$ cat config.mk
export PLATFORM = sky130hd
export DESIGN_NAME = sticker_issue_queue
export DESIGN_NICKNAME = d
export VERILOG_FILES = /design/src/rtl/sticker_issue_queue.sv
export SDC_FILE = /design/constraint.sdc
export NUM_CORES = 1
export LEC_CHECK = 0
export CAP_MARGIN = 5
export CORE_MARGIN = 8
export CORE_UTILIZATION = 61
export CTS_CLUSTER_SIZE = 25
export DETAILED_ROUTE_END_ITERATION = 8
export MAX_ROUTING_LAYER = met4
export PLACE_DENSITY_LB_ADDON = 0.08
export SLEW_MARGIN = 20
export SYNTH_ARGS = -nofsm -noshare
export SYNTH_HDL_FRONTEND = slang
export SYNTH_SLANG_ARGS = --single-unit
export TNS_END_PERCENT = 5
$ cat constraint.sdc
create_clock -name clk_i -period 3.8 [get_ports clk_i]
set_clock_uncertainty 0.1 [all_clocks]
set_input_delay 0.76 -clock clk_i [delete_from_list [all_inputs] [get_ports clk_i]]
set_output_delay 0.76 -clock clk_i [all_outputs]
set_load 0.005 [all_outputs]
$ cat src/rtl/sticker_issue_queue.sv
// sticker_issue_queue
//   Buffers (height, width) sticker requests from a valid/ready producer and
//   replays them to the placer at a fixed cadence: each slot is PERIOD cycles
//   long, and one pair is held on height_o/width_o for the whole slot. A slot
//   with nothing queued carries a 0/0 bubble.
//
// Ports
//   clk_i        clock, rising edge
//   rst_i        asynchronous reset, active high
//   in_valid_i   producer has a request
//   in_ready_o   queue can accept a request this cycle (combinational)
//   in_height_i  request height
//   in_width_i   request width
//   height_o     registered height to the placer
//   width_o      registered width to the placer
//   issue_o      pulse on the first cycle of a slot carrying a real pair
//   phase_o      cadence phase, 0 on the first cycle of a slot
//   count_o      FIFO occupancy
//   issued_o     pairs issued since reset, saturating
module sticker_issue_queue #(
   parameter int DEPTH  = 8,
   parameter int PERIOD = 4,
   parameter int DIM_W  = 5
) (
   input  logic                     clk_i,
   input  logic                     rst_i,
   input  logic                     in_valid_i,
   output logic                     in_ready_o,
   input  logic [DIM_W-1:0]         in_height_i,
   input  logic [DIM_W-1:0]         in_width_i,
   output logic [DIM_W-1:0]         height_o,
   output logic [DIM_W-1:0]         width_o,
   output logic                     issue_o,
   output logic [1:0]               phase_o,
   output logic [$clog2(DEPTH):0]   count_o,
   output logic [15:0]              issued_o
);

   localparam int AW = $clog2(DEPTH);
   localparam int CW = AW + 1;
   localparam int PW = ($clog2(PERIOD) < 2) ? 2 : $clog2(PERIOD);

   logic [DIM_W-1:0] r_mem_h [DEPTH];
   logic [DIM_W-1:0] r_mem_w [DEPTH];
   logic [AW-1:0]    r_wr_ptr;
   logic [AW-1:0]    r_rd_ptr;
   logic [CW-1:0]    r_count;
   logic [PW-1:0]    r_phase;
   logic [DIM_W-1:0] r_height;
   logic [DIM_W-1:0] r_width;
   logic             r_issue;
   logic [15:0]      r_issued;

   logic w_ready;
   logic w_accept;
   logic w_push;
   logic w_boundary;
   logic w_pop;

   assign w_ready    = (r_count < CW'(DEPTH)) && !rst_i;
   // Null requests complete the handshake but are never stored.
   assign w_accept   = in_valid_i && w_ready;
   assign w_push     = w_accept && (in_height_i != '0) && (in_width_i != '0);
   assign w_boundary = (r_phase == PW'(PERIOD - 1));
   // Pop only uses pre-edge occupancy, so a same-edge push is never bypassed.
   assign w_pop      = w_boundary && (r_count != '0);

   // Storage array carries no reset; validity is tracked by the pointers.
   always_ff @(posedge clk_i) begin
      if (w_push) begin
         r_mem_h[r_wr_ptr] <= in_height_i;
         r_mem_w[r_wr_ptr] <= in_width_i;
      end
   end

   always_ff @(posedge clk_i or posedge rst_i) begin
      if (rst_i) begin
         r_wr_ptr <= '0;
         r_rd_ptr <= '0;
         r_count  <= '0;
         r_phase  <= PW'(PERIOD - 1);
         r_height <= '0;
         r_width  <= '0;
         r_issue  <= 1'b0;
         r_issued <= '0;
      end else begin
         r_phase <= w_boundary ? '0 : r_phase + 1'b1;

         if (w_push) begin
            r_wr_ptr <= (r_wr_ptr == AW'(DEPTH - 1)) ? '0 : r_wr_ptr + 1'b1;
         end

         if (w_push && !w_pop) begin
            r_count <= r_count + 1'b1;
         end else if (!w_push && w_pop) begin
            r_count <= r_count - 1'b1;
         end

         if (w_boundary) begin
            if (w_pop) begin
               r_height <= r_mem_h[r_rd_ptr];
               r_width  <= r_mem_w[r_rd_ptr];
               r_issue  <= 1'b1;
               r_rd_ptr <= (r_rd_ptr == AW'(DEPTH - 1)) ? '0 : r_rd_ptr + 1'b1;
               if (r_issued != '1) begin
                  r_issued <= r_issued + 1'b1;
               end
            end else begin
               r_height <= '0;
               r_width  <= '0;
               r_issue  <= 1'b0;
            end
         end else begin
            r_issue <= 1'b0;
         end
      end
   end

   assign in_ready_o = w_ready;
   assign height_o   = r_height;
   assign width_o    = r_width;
   assign issue_o    = r_issue;
   assign phase_o    = r_phase[1:0];
   assign count_o    = r_count;
   assign issued_o   = r_issued;

endmodule

==> summary.txt <==
Route
  • Antenna viol nets, final: 0
  • Drt wl/cell: 21.27 µm
  • DRT Pass-1 Iters: 5
  • Via density: slightly below 6
  • Total number of vias: 2,701
  • Iteration-0 DRC Markers: approximately 140
  • Final WL: about 10000 µm
  • DR DRC count: 0

Place
  • Final HPWL DP: 5811 µm
  • PortBufs: 46
  • GP Congestion: around 0.76

Logic synthesis
  • EDFF count, synth: 80
  • Syn Inst Count: about 280
  • Syn Nets: roughly 300
  • Register area share after synthesis: ~69%
  • Yosys warns: 0
  • Synth unique cells: 43
  • Synthesized area per cell: roughly 17 µm²
  • Fraction of registers with async set/reset: between 30% and 40%
  • Syn Std Cell Area: 4895 µm²
  • Most common flop cell mapped by yosys: edfxtp_1
  • #FFs+latches synth: 119

Timing
  • Final period utilization: 83.27%
  • Finish-stage setup viols: 0
  • Rel. slew slack: 33.36%
  • RSZ-0062 raised after global routing: no
  • Worst slew pin tran: between 0.9 and 1 ns
  • Final hold vios: 0
  • Total negative slack: 0 ns
  • Min Tclk post-route: 3.164 ns
  • Max-slew violations: 0
  • Fmax: between 300 and 400 MHz

CTS
  • Hold Buf Count CTS: 0
  • CTS root buffer: clkbuf_8
  • Num CTS Buffers: 17
  • H-tree levels: 4
  • Clk pin slew, worst setup/hold paths: roughly 0.060 ns
  • Post-cts gate resize count: 0
  • Max Root-Sink Buffers: 2
  • CTS tree: done
  • CTS Sinks: roughly 120
  • Postcts setup bufs: 0
  • Clock latency on the worst-skew pair: a little over 0.5 ns

Die
  • Total core area: ~7800 µm²
  • Initial core utilization: a little over three fifths
  • Io pins: 47
  • Site Rows: 32
  • Die X: about 110 µm
  • DIE HEIGHT: roughly 110 µm
  • Die area: ~11,000 µm²

Power and ir drop
  • Worst vdd ir: about 0.6 mV
  • Power Dens Cells: just under 700 nW/µm²
  • P_leak: roughly 2.3 nW

Critical path
  • Worst EP required: approximately 4.1 ns
  • Crit path max fanout: 9
  • Critical Path Sink Type: flip-flop
  • Critical path launch point type: input port
  • Data arrival, critical path: about 3.5 ns
  • Crit path kind: input port to flip-flop

Global routing
  • Grt ovf: 0
  • GRT Total Usage: 18.95%
  • Vias in the first global route: around 2,800
  • Initial antenna violation count: 0
  • Largest net degree at the start of global routing: 40
  • First-pass GRT wire length: 15,120 µm

Final layout
  • Share of cells above drive strength 1: 20.17%
  • Area delta synth->final: 23.34%
  • FF/Latch Area: 3381 µm²
  • Post-layout util: between 70% and 80%
  • Multi-input logic area: around 1400 µm²
  • # diodes: 0
  • NumNets Final: around 370
  • Fill count: 423

Min path
  • Worst hold path type: flip-flop to flip-flop

Run
  • Max-Cap Viols: 0

Status
  • Status: finished, final reports clean
==> through the flow <==
stage / power [mW] / hold WS (ns) / instances / setup slack, ns / area (µm²)
after floorplan: 2.382 / 0.3733 / 281 / 0.7872 / 4895
after global placement: 2.763 / 0.3750 / 427 / 0.2355 / 5507
after detailed placement: 2.788 / 0.3852 / 427 / 0.1623 / 5507
after CTS: 4.206 / 0.3923 / 459 / 0.6548 / 6037
after global routing: 4.374 / 0.3987 / 459 / 0.4982 / 6037
final: 4.165 / 0.3905 / 459 / 0.6357 / 6037
==> per-layer routing <==
metal  global-route usage [%]  routed length, µm  vias up
met1                    24.19               4168     1365
li1                         -                  -     1229
met3                    6.456                706        6
met5                        -                  0        -
met2                    27.52               4811      101
met4                    7.437                 76        0
==> flip-flops by register name (all words and copies together) (netlist names) <==
name	count
r_mem_h	40
r_mem_w	40
issued_o	16
height_o	5
width_o	5
count_o	4
r_rd_ptr	3
r_wr_ptr	3
phase_o	2
issue_o	1
==> Yosys cell counts (all sizes together) (2+ instances only) <==
cell type	number	share of area, %
clkbuf	6	0.46
xor2	5	0.89
xnor2	12	2.1
a21o	2	0.31
o22ai	10	1.3
nor2	11	0.84
nor4bb	2	0.41
mux2	5	1.2
buf	5	0.69
mux4	20	9.2
dfrtp	37	19
and3	3	0.38
a21oi	2	0.28
mux2i	12	2.5
dfstp	2	1.1
and4	4	0.72
nand2	12	0.92
and4b	3	0.61
nor3	3	0.54
nand3	3	0.31
inv	13	1.0
ha	9	2.3
edfxtp	80	49
nand4	7	0.89
==> power breakdown <==
| group | switching (mW) | total, mW | internal (mW) |
|---|---|---|---|
| combinational | 0.349 | 0.953 | 0.605 |
| clock | 0.552 | 1.41 | 0.857 |
| sequential | 0.240 | 1.80 | 1.56 |
==> path summary, 6_finish.rpt <==
path                               start           to  cells past startpoint  slack [ns]
max                        in_width_i[3]   count_o[3]                     11        0.64
min in group asynchronous          rst_i  height_o[0]                      3        0.63
max reg2reg                   phase_o[0]   count_o[3]                     11        1.05
min                           phase_o[0]   phase_o[0]                      1        0.39
min reg2reg                   phase_o[0]   phase_o[0]                      1        0.39
max in group asynchronous          rst_i   phase_o[0]                      3        2.59
==> worst max-delay path, stage by stage <==
cell and delay, ns:
clkdlybuf4s50_1 0.57, or4_4 0.63, o211ai_2 0.18, a21oi_2 0.06
ha_1 0.22, inv_1 0.13, ha_1 0.25, a21o_1 0.17
a21oi_1 0.17, mux2i_1 0.23, xnor2_1 0.13
==> cell families after synthesis <==
family | synth area share (%)
adder cells (fa/ha/maj) | 2.710
buffers and inverters | 2.198
AND/OR/NAND/NOR | 6.723
multiplexers | 12.88
flip-flops | 69.07
XOR/XNOR | 3.042
AO/OA/AOI/OAI | 3.374
==> placed cells by master, fill, tap and decap left out, types with 2 or more instances in the layout <==
cell type and instances:
and4b_1 3, xor2_1 5, clkinvlp_4 6, nand4_1 7
nand3_1 3, dfstp_2 2, and3_1 3, xnor2_1 12
and4_1 4, buf_4 9, ha_1 9, nor3_1 2
nor4bb_2 2, clkdlybuf4s50_1 46, a21o_1 2, clkbuf_16 16
nor2_1 11, mux2_1 4, o22ai_1 10, mux4_2 20
nand2_1 12, clkinv_2 5, clkbuf_1 2, dfrtp_1 37
edfxtp_1 80, mux2i_1 12, inv_1 12
==> cell type report <==
type,instances,area share [%]
Clock buffer,19,6.984
Clock inverter,13,1.803
Inverter,13,0.8497
Multi-Input combinational cell,138,23.50
Sequential cell,119,56.00
Tap cell,102,2.114
Timing Repair Buffer,55,8.746
Note: power is estimated with default switching activity, not from simulation.
